<file path="config.mk">
export PLATFORM = sky130hd
export DESIGN_NAME = dac_sample_sched
export DESIGN_NICKNAME = d
export VERILOG_FILES = /design/src/rtl/dac_sched_pkg.sv /design/src/rtl/sample_tick_gen.sv /design/src/rtl/dac_sample_sched.sv
export SDC_FILE = /design/constraint.sdc
export NUM_CORES = 1
export LEC_CHECK = 0
export CORE_MARGIN = 1
export CORE_UTILIZATION = 37
export DETAILED_ROUTE_END_ITERATION = 10
export PLACE_DENSITY = 0.85
export SLEW_MARGIN = 20
export SYNTH_ARGS = -nofsm -noshare
export SYNTH_HDL_FRONTEND = slang
export SYNTH_HIERARCHICAL = 1
export SYNTH_SLANG_ARGS = --single-unit
</file>
<file path="constraint.sdc">
create_clock -name clk -period 3.2 [get_ports clk]
set_input_delay 0.8 -clock clk [delete_from_list [all_inputs] [get_ports clk]]
set_output_delay 0.8 -clock clk [all_outputs]
set_load 0.01 [all_outputs]
</file>
<file path="src/rtl/dac_sched_pkg.sv">
// rtl/dac_sched_pkg.sv - shared state encodings and widths for DAC-rate blocks
package dac_sched_pkg;

    typedef enum logic [1:0] {
        ST_IDLE    = 2'b00,
        ST_PREFILL = 2'b01,
        ST_RUN     = 2'b10
    } dac_state_t;

    localparam int UCNT_W = 16;

endpackage

</file>
<file path="src/rtl/sample_tick_gen.sv">
// rtl/sample_tick_gen.sv - reloadable down-counter producing one tick every div+1 cycles
module sample_tick_gen #(
    parameter int DIVW = 16
) (
    input  logic            clk,
    input  logic            rst,
    input  logic            load,
    input  logic [DIVW-1:0] div,
    output logic            tick
);

    logic [DIVW-1:0] cnt;

    // div is only sampled on a load or a reload, so changes land at the next period boundary
    always_ff @(posedge clk) begin
        if (rst || load || cnt == '0) begin
            cnt <= div;
        end else begin
            cnt <= cnt - 1'b1;
        end
    end

    assign tick = !load && (cnt == '0);

endmodule

</file>
<file path="src/rtl/dac_sample_sched.sv">
// rtl/dac_sample_sched.sv - DAC playout scheduler: FIFO gating, level tracking, prefill and underrun recovery
module dac_sample_sched
    import dac_sched_pkg::*;
#(
    parameter int DWIDTH    = 32,
    parameter int AWIDTH    = 4,
    parameter int DIVW      = 16,
    parameter bit HOLD_LAST = 1'b1
) (
    input  logic              clk,
    input  logic              rst,
    input  logic              enable,
    input  logic [DIVW-1:0]   div,
    input  logic [AWIDTH:0]   prefill,
    input  logic              up_valid,
    input  logic [DWIDTH-1:0] up_data,
    output logic              up_ready,
    output logic [DWIDTH-1:0] fifo_wdata,
    output logic              fifo_write_en,
    input  logic              fifo_full,
    input  logic              fifo_empty,
    input  logic [DWIDTH-1:0] fifo_rdata,
    output logic              fifo_read_en,
    output logic [DWIDTH-1:0] dac_data,
    output logic              dac_strobe,
    output logic [AWIDTH:0]   level,
    output logic [1:0]        state,
    output logic              underrun,
    output logic [UCNT_W-1:0] underrun_cnt
);

    localparam int              DEPTH   = 2**AWIDTH;
    localparam logic [AWIDTH:0] DEPTH_L = (AWIDTH+1)'(DEPTH);
    localparam logic [AWIDTH:0] ONE_L   = (AWIDTH+1)'(1);

    dac_state_t      st_q, st_d;
    logic [AWIDTH:0] level_q;
    logic [AWIDTH:0] eff_prefill;
    logic            tick, tick_ok, load, push, pop;

    assign load = !(st_q == ST_PREFILL || st_q == ST_RUN);

    sample_tick_gen #(.DIVW(DIVW)) u_tick (
        .clk  (clk),
        .rst  (rst),
        .load (load),
        .div  (div),
        .tick (tick)
    );

    // a tick arriving while enable is low is dropped, not deferred
    assign tick_ok       = tick && enable;
    assign up_ready      = !fifo_full;
    assign fifo_wdata    = up_data;
    assign fifo_write_en = up_valid && !fifo_full;
    assign fifo_read_en  = (st_q == ST_RUN) && tick_ok && !fifo_empty;
    assign push          = fifo_write_en;
    assign pop           = fifo_read_en && !fifo_empty;

    always_comb begin
        eff_prefill = prefill;
        if (prefill == '0) begin
            eff_prefill = ONE_L;
        end else if (prefill > DEPTH_L) begin
            eff_prefill = DEPTH_L;
        end
    end

    always_comb begin
        st_d = st_q;
        if (!enable) begin
            st_d = ST_IDLE;
        end else begin
            case (st_q)
                ST_IDLE:    st_d = ST_PREFILL;
                ST_PREFILL: if (level_q >= eff_prefill) st_d = ST_RUN;
                ST_RUN:     if (tick && fifo_empty) st_d = ST_PREFILL;
                default:    st_d = ST_IDLE;
            endcase
        end
    end

    always_ff @(posedge clk) begin
        if (rst) begin
            st_q         <= ST_IDLE;
            level_q      <= '0;
            dac_data     <= '0;
            dac_strobe   <= 1'b0;
            underrun     <= 1'b0;
            underrun_cnt <= '0;
        end else begin
            st_q       <= st_d;
            dac_strobe <= 1'b0;
            underrun   <= 1'b0;
            if (push && !pop && level_q != DEPTH_L) begin
                level_q <= level_q + 1'b1;
            end else if (pop && !push && level_q != '0) begin
                level_q <= level_q - 1'b1;
            end
            // every surviving tick strobes, so cadence holds through prefill and underrun
            if (tick_ok) begin
                dac_strobe <= 1'b1;
                if (fifo_read_en) begin
                    dac_data <= fifo_rdata;
                end else if (!HOLD_LAST) begin
                    dac_data <= '0;
                end
                if (st_q == ST_RUN && fifo_empty) begin
                    underrun <= 1'b1;
                    if (underrun_cnt != '1) begin
                        underrun_cnt <= underrun_cnt + UCNT_W'(1);
                    end
                end
            end
        end
    end

    assign level = level_q;
    assign state = st_q;

endmodule

</file>
* After elaboration in Yosys (flattened, before gate mapping) *
Index checks and enable logic that the tools add are counted.

storage, ports and cells
  bits in registers = 73
  input port bits = 91
  output and inout port bits = 92

cells by class
  add/sub/neg operators = 4
  $lt $le $gt $ge = 2
  equality and inequality tests = 6
  multiplexer cells = 10
  bitwise operators = 2
  reduce and logical (&&, ||, !) cells = 30

operators with widths
  cell                                                                     number
  5-bit two-way mux                                                        4
  16-bit by 1-bit adder with 16-bit output, second input constant          1
  16-bit logical NOT                                                       1
  16-bit two-way mux                                                       1
  16-bit inequality test, second input constant                            1
  16-bit by 1-bit subtractor with 16-bit output, second input constant     1
  1-bit logical AND                                                        12
  2-bit one-hot mux with 3 select lines                                    1
  5-bit by 1-bit adder with 5-bit output, second input constant            1
  5-bit greater-or-equal comparator                                        1
  5-bit greater-than comparator, second input constant                     1
  1-bit logical NOT                                                        5
  5-bit logical NOT                                                        1
  5-bit inequality test, second input constant                             1
  5-bit nonzero test                                                       1
  5-bit by 1-bit subtractor with 5-bit output, second input constant       1
  2-bit two-way mux                                                        2
  2-bit by 1-bit inequality test with 1-bit output, second input constant  2
  2-bit AND reduction                                                      2
  2-bit OR reduction                                                       2
  1-bit logical OR                                                         3
  3-bit AND reduction                                                      1
  2-bit by 1-bit equality test with 1-bit output, second input constant    1
  2-bit equality test, second input constant                               1
  other kinds (4)                                                          6

* Depth between registers and ports, before layout *
Gate-level depths: netlist of the first run.

  word-level depth = 11
  gate-level depth with buffers = 13
  gate-level depth less buffers = 13

* Cells and area by module *
Netlist of the first run, hierarchy kept.

by module, submodules not included
  module            instances  cells each  area an instance (um2)  seq. area each (um2)
  dac_sample_sched  1          342         2793.9                  1141.1
  sample_tick_gen   1          91          894.6                   320.3

* Least setup slack after synthesis of the first run *
No wires, ideal clock.

  path kind = reg2reg
  from = register u_tick.cnt[0]
  to = register level_q[4], in the netlist level[4]
  setup time = 0.065 ns
  arrival = 3.090 ns
  setup slack = 0.045 ns
  cell stages (with the launch flop) = 13
  path buffers = 0
  period minus slack after synthesis = 3.155 ns
  path through = dfxtp_1 -> inv_1 -> ha_1 -> nor3b_4 -> nand2_1 -> nor4_1 -> nand4b_2 -> o211ai_1 -> ha_1 -> a21o_1 -> a21oi_1 -> mux4_2 -> nor2_1

on the way
  word-level cells in the longest chain between the ends = 10
  elaborated cells between the ends (all ways) = 13
  those cells by class = mux (1); reduce/logical (12)

ends and longest elaborated chain
  item                                                            line                    RTL
  start, declared                                                 sample_tick_gen.sv:12   logic [DIVW-1:0] cnt;
  start signal, assigned                                          sample_tick_gen.sv:17   cnt <= div;
  start signal, assigned                                          sample_tick_gen.sv:19   cnt <= cnt - 1'b1;
  16-bit logical NOT (*)                                          sample_tick_gen.sv:23   assign tick = !load && (cnt == '0);
  1-bit logical AND (*)                                           sample_tick_gen.sv:23
  named net tick                                                  dac_sample_sched.sv:39  logic tick, tick_ok, load, push, pop;
  1-bit logical AND (*)                                           dac_sample_sched.sv:52  assign tick_ok = tick && enable;
  1-bit logical AND (*) (2 in a row)                              dac_sample_sched.sv:56  assign fifo_read_en = (st_q == ST_RUN) && tick_ok && !fifo_empty;
  1-bit logical AND (*)                                           dac_sample_sched.sv:58  assign pop = fifo_read_en && !fifo_empty;
  1-bit logical NOT                                               dac_sample_sched.sv:95  if (push && !pop && level_q != DEPTH_L) begin
  1-bit logical AND (2 in a row)                                  dac_sample_sched.sv:95
  5-bit two-way mux / 2-bit nonzero test (equally long branches)  --
  end signal, assigned                                            dac_sample_sched.sv:96  level_q <= level_q + 1'b1;
  end signal, assigned                                            dac_sample_sched.sv:98  level_q <= level_q - 1'b1;
  end, declared                                                   dac_sample_sched.sv:37  logic [AWIDTH:0] level_q;

The timed path passes the listed nets; every way through them passes the cells marked *.
A chain may end at the register's enable or synchronous reset.

* Final worst setup path of the first run *
  from = register u_tick.cnt[0]
  to = output fifo_read_en

on the way
  word-level cells in the longest chain between the ends = 5

ends and longest elaborated chain
  item                            line                    RTL
  16-bit logical NOT              sample_tick_gen.sv:23
  1-bit logical AND               sample_tick_gen.sv:23
  named net tick                  dac_sample_sched.sv:39
  1-bit logical AND               dac_sample_sched.sv:52
  1-bit logical AND (2 in a row)  dac_sample_sched.sv:56
  end, declared                   dac_sample_sched.sv:23  output logic fifo_read_en,

The timed path passes the listed nets, and every way through them passes these cells.

==> flow_summary_export.csv, run 1 <==
group,metric,value,unit
routing,routedWlPerCell,13.5,um
cells_and_area,final_cells,665,
worst_setup_path,endpoint,"fifo_read_en",
synthesis,synthArstFlopShare,0,%
routing,viasPerCell,4.99,
pwr,total_power,2080,uW
synthesis,yosys_warnings,6,
sta,setup_viol,0,
cells_and_area,diodes,0,
sta,fmax,338,MHz
pwr,powerDensity,412,mW/mm^2
cells_and_area,syn2layout_area_growth,36.8,%
placement,dpl.cell_count,648,
clock_network,cts_tree,"built",
synthesis,synthFlopType,"dfxtp_1",
routing,first_iter_violations,85,
floorplan,core,0.00973,mm^2
global_routing,grt.total_usage,17.7,%
job,cap_violations,0,
sta,hold_ws,452,ps
cells_and_area,design_area,0.00505,mm^2
floorplan,die_y,102,um
global_routing,grt_start_max_net_pins,56,
worst_setup_path,crit_type,"register to output pin",
clock_network,numCtsBuffers,9,
pwr,p_int,1570,uW
sta,slew_viol_final,0,
placement,hpwl,6720,um
worst_setup_path,cp-end-kind,"output pin",
worst_setup_path,critPathLaunchType,"register",
sta,rsz0062_at_grt,"no",
synthesis,synth.distinct_cells,50,
worst_setup_path,reg2reg_from,"u_tick/cnt[0]",
sta,fin_tns_setup,0,ps
global_routing,grt_pass1_wl,14500,um
synthesis,ys_ff_latch,73,
synthesis,syn_area,0.00369,mm^2
pwr,pwr-share-clk,39.6,%
pwr,power.switching,509,uW
global_routing,grt_overflow,0,
synthesis,syn-instance-count,433,
worst_setup_path,startpoint,"u_tick/cnt[0]",
clock_network,cts_max_path_buffers,2,
worst_setup_path,crit_path_max_fanout,5,
floorplan,pin_count,183,
routing,ant_nets,0,
clock_network,root_buffer,"clkbuf_8",
pwr,p_sw_share,24.5,%
routing,dr_total_vias,3318,
pwr,p_seq_share,47.1,%
sta,fin_crit,2960,ps
worst_setup_path,r2r_cells,13,
pwr,p_leak,0.00186,uW
synthesis,syn_nets,538,
sta,hold_viol,0,
clock_network,cts.sinks,73,
placement,gp_congestion,0.888,
sta,skew,10.6,ps
global_routing,grt_pass1_vias,3228,
pwr,ir_drop,0.246,mV
worst_setup_path,r2r_end,"level[4]",
floorplan,die_w,102,um
floorplan,row_count,36,
cells_and_area,nets,632,
cells_and_area,fill_cells,905,
pwr,comb_power_share,13.4,%
synthesis,avgSynthCellArea,8.52,um^2
placement,place_area,0.00479,mm^2
worst_setup_path,r2r_slack,270,ps
clock_network,postCtsHoldBufs,0,
worst_setup_path,cp.required,2400,ps
clock_network,clk_latency,340,ps
cells_and_area,drive_gt1_share,9.40,%
sta,worst_pin_slew,576,ps
clock_network,htree_num_levels,3,
clock_network,path_clk_slew,80,ps
outcome,status,"completed",
floorplan,start_util,37.9,%
worst_setup_path,cp.arrival,2160,ps
synthesis,synth-edff-count,0,
floorplan,dieArea,0.0104,mm^2
placement,numPortBuffers,118,
synthesis,ys_seq_area_share,39.6,%
routing,first_pass_iters,4,
routing,drt_wl_total,8990,um
sta,maxSlewHeadroom,61.6,%
worst_hold_path,hold_path.class,"register to register",
sta,fin_crit_sh,92.5,%
routing,drc,0,
global_routing,antenna_found_initial,0,
==> power by group through the flow <==
stage	combinational, uW	clock [uW]	sequential, uW
6_report	278	822	978
5_1_grt	305	889	982
4_1_cts	279	847	978
3_5_place_dp	276	0	999
3_3_place_gp	265	0	995
2_1_floorplan	192	0	992
==> routing by layer <==
layer,GRT usage (%),wire length (um)
met5,0,0
met4,8.46,136
met3,4.79,564
met2,30.9,4580
met1,20.1,3710
==> cell usage after synthesis, drive strengths merged (8+ instances only) <==
cell    count  area, um^2
buf        35         270
a21oi      52         260
dfxtp      73        1460
inv        13        48.8
xnor2      18         158
nor2       30         113
nand4      10        77.6
clkbuf     11        41.3
xor2       11        96.3
mux2        8         101
nor4       10        83.8
o21ai      10        53.8
nand2      82         308
ha         13         163
==> state kept, by name, summed over array words and instances, names as in the netlist <==
| signal | cells |
|---|---|
| level | 5 |
| dac_strobe | 1 |
| dac_data | 32 |
| underrun | 1 |
| underrun_cnt | 16 |
| u_tick/cnt | 16 |
| state | 2 |
==> kinds of logic (layout without fill, tap and decap cells) <==
kind of cell | count (synthesis) | in the layout | synth area share [%]
DFF | 73 | 73 | 39.6
AOI/OAI and AO/OA | 74 | 74 | 11.1
muxes | 13 | 13 | 4.44
xor gates and xnor gates | 29 | 29 | 6.89
adders and majority gates | 14 | 14 | 4.95
buffers and inverters | 60 | 159 | 9.87
and+or+nand+nor | 170 | 170 | 23.1
==> through the flow <==
stage	util, %	setup slack [ps]
after global placement	49.3	159
after floorplan	-	45.1
after global routing	51.9	37.5
final	51.9	242
after detailed placement	49.3	75.8
after CTS	51.9	188
==> cell type report <==
cell class | instances | area [um^2] | share of cell area, %
multi-input combinational | 300 | 1880 | 37.3
clock inverter | 5 | 86.3 | 1.71
sequential | 73 | 1460 | 29.0
clock buffer | 11 | 141 | 2.80
timing repair buffer | 129 | 1260 | 24.9
inverter | 14 | 53.8 | 1.07
tap | 133 | 166 | 3.30
==> worst max-delay path, cell delays in order, from the launching register on <==
cell and delay (ps):
dfxtp_1 320, inv_1 80, ha_1 190, nor3b_4 230
nand2_2 100, nor4_2 230, buf_4 180, nand4b_4 140
clkinv_2 100, dlygate4sd2_1 260
==> worst min path at each step <==
stage                     cells after the start         start            to  slack [ps]
after floorplan                               2   dac_data[0]   dac_data[0]         480
after global placement                        2  dac_data[18]  dac_data[18]         440
final                                         2  dac_data[18]  dac_data[18]         450
after CTS                                     2  dac_data[18]  dac_data[18]         460
after detailed placement                      2  dac_data[18]  dac_data[18]         450
after global routing                          2   dac_data[4]   dac_data[4]         470
==> cells in the final DEF, fill, tap and decap left out, types with 5 or more instances in the layout <==
cell	synthesis	layout
xnor2_1	18	18
mux2_2	5	5
and4_1	5	5
buf_4	32	11
a21oi_1	52	52
nor3_1	5	5
nor4_1	8	7
nor2_1	30	30
nand3_1	6	6
o21ai_0	9	9
inv_1	13	13
xor2_1	11	11
nand4_1	9	9
clkdlybuf4s50_1	0	116
nand2_1	82	81
ha_1	13	13
dfxtp_1	73	73
clkbuf_8	0	10
==> what timing repair did <==
item,4_1_cts,5_1_grt
hold endpoints to repair,0,0
setup endpoints to repair,1,0
resized for setup,5,0
setup buffers,1,0
(Power assumes the default switching activity.)
==> run 2, diff against run 1 <==
--- a/config.mk
+++ b/config.mk
@@ -9,6 +9,7 @@
 export CORE_UTILIZATION = 37
 export DETAILED_ROUTE_END_ITERATION = 10
 export PLACE_DENSITY = 0.85
+export SETUP_SLACK_MARGIN = 0.1
 export SLEW_MARGIN = 20
 export SYNTH_ARGS = -nofsm -noshare
 export SYNTH_HDL_FRONTEND = slang
==> flow_summary_export.csv, run 2 (same netlist as run 1, synthesis figures left out) <==
group,metric,value,unit
worst_setup_path,crit_path_max_fanout,3,
cells_and_area,layout_common_cells,"clkdlybuf4s50_1 (116), nand2_1 (82), dfxtp_1 (73)",
global_routing,antenna_found_initial,0,
routing,viasPerCell,4.91,
outcome,status,"completed",
cells_and_area,nets,632,
worst_hold_path,hold_path.class,"register to register",
clock_network,htree_num_levels,3,
pwr,p_leak,0.00184,uW
cells_and_area,seqCellArea,0.00146,mm^2
placement,gp_congestion,0.888,
cells_and_area,fill_cells,896,
sta,fin_tns_setup,0,ps
global_routing,grt.total_usage,18.0,%
placement,hpwl,6760,um
cells_and_area,largest_reg_flops,32,
cells_and_area,final_core_util,52.0,%
pwr,ir_drop,0.219,mV
worst_setup_path,critPathLaunchType,"input pin",
sta,setup_viol,0,
worst_setup_path,cp-end-kind,"output pin",
cells_and_area,drive_gt1_share,9.21,%
sta,fmax,341,MHz
sta,fin_crit,2940,ps
clock_network,numCtsBuffers,9,
sta,hold_viol,0,
cells_and_area,top_register,"dac_data",
sta,worst_pin_slew,553,ps
sta,maxSlewHeadroom,63.1,%
routing,ant_nets,0,
clock_network,cts_max_path_buffers,2,
clock_network,cts.sinks,73,
global_routing,grt_pass1_wl,14600,um
cells_and_area,final_common_cell,"clkdlybuf4s50_1",
worst_setup_path,cp.arrival,2140,ps
routing,first_pass_iters,5,
cells_and_area,syn2layout_area_growth,37.1,%
routing,drc,0,
sta,slew_viol_final,0,
clock_network,clk_latency,350,ps
routing,first_iter_violations,95,
routing,routedWlPerCell,13.6,um
floorplan,pin_count,183,
routing,drt_wl_total,9040,um
placement,numPortBuffers,118,
floorplan,die_y,102,um
clock_network,root_buffer,"clkbuf_8",
cells_and_area,multiInputGateArea,0.00188,mm^2
floorplan,die_w,102,um
clock_network,postCtsHoldBufs,0,
sta,rsz0062_at_grt,"no",
floorplan,start_util,37.9,%
cells_and_area,diodes,0,
global_routing,grt_overflow,0,
floorplan,dieArea,0.0104,mm^2
worst_setup_path,cp.required,2400,ps
job,cap_violations,0,
floorplan,core,0.00973,mm^2
global_routing,grt_start_max_net_pins,56,
clock_network,cts_tree,"built",
cells_and_area,top_regs,"dac_data: 32 flops, u_tick/cnt: 16 flops, underrun_cnt: 16 flops",
floorplan,row_count,36,
pwr,powerDensity,424,mW/mm^2
sta,fin_crit_sh,91.8,%
clock_network,path_clk_slew,70,ps
sta,skew,6.75,ps
worst_setup_path,crit_type,"input pin to output pin",
global_routing,grt_pass1_vias,3236,
routing,dr_total_vias,3265,
run 2: cell count changes in the layout (fill, tap and decap cells not counted), sizes merged:
cell,change
bufinv,+1
clkbuf,+1
clkinvlp,+1
dlygate4sd2,-1
inv,-2
run 2: metal layers:
layer,vias up,wire (um),part of all wire (%),global-route usage (%)
li1,1638,-,-,-
met1,1504,3730,41,19.7
met2,106,4640,51,32.0
met3,17,472,5.2,4.58
met4,0,192,2.1,9.34
met5,-,0,0,0
run 2: path summary, 6_finish.rpt:
path	start	endpoint	slack, ps	depth (start not counted)
worst max-delay path	up_valid	fifo_write_en	260	3
worst min-delay path	dac_data[21]	dac_data[21]	460	2
worst max register to register	u_tick/cnt[0]	level[4]	290	13
worst min register to register	dac_data[21]	dac_data[21]	460	2
run 2: area by class of cell:
class                   instances  share of cell area, %
multi-input cells             300                   37.1
clock buffers                  11                   2.80
flip-flops and latches         73                   28.9
repair buffers                129                   24.8
clock inverters                 5                   2.03
well taps                     133                   3.29
inverters                      14                   1.04
run 2: what timing repair did:
| item | CTS | global route |
|---|---|---|
| gates resized for setup | 2 | 2 |
| pin swaps | 0 | 2 |
| setup endpoints to repair | 1 | 3 |
| setup buffers | 0 | 2 |
run 2: per-stage QoR:
step	power (uW)	setup slack, ps	hold WS (ps)	instance area (um^2)	instances
finish	2140	264	455	5060	665
detailed placement	1280	74.7	446	4790	647
CTS	2160	122	456	5040	663
global route	2240	110	476	5060	665
floorplan	1180	200	481	3690	433
global placement	1260	170	442	4790	647
run 2: power breakdown:
group | switching (uW) | total (uW) | leakage (uW) | internal, uW
Sequential | 43.6 | 979 | 0.000595 | 935
Clock | 346 | 884 | 0.000120 | 538
Combinational | 113 | 281 | 0.00112 | 167
run 2: worst max-delay path: stages:
cell             delay (ps)
clkdlybuf4s50_1         450
nor2b_1                 270
clkdlybuf4s50_1         620
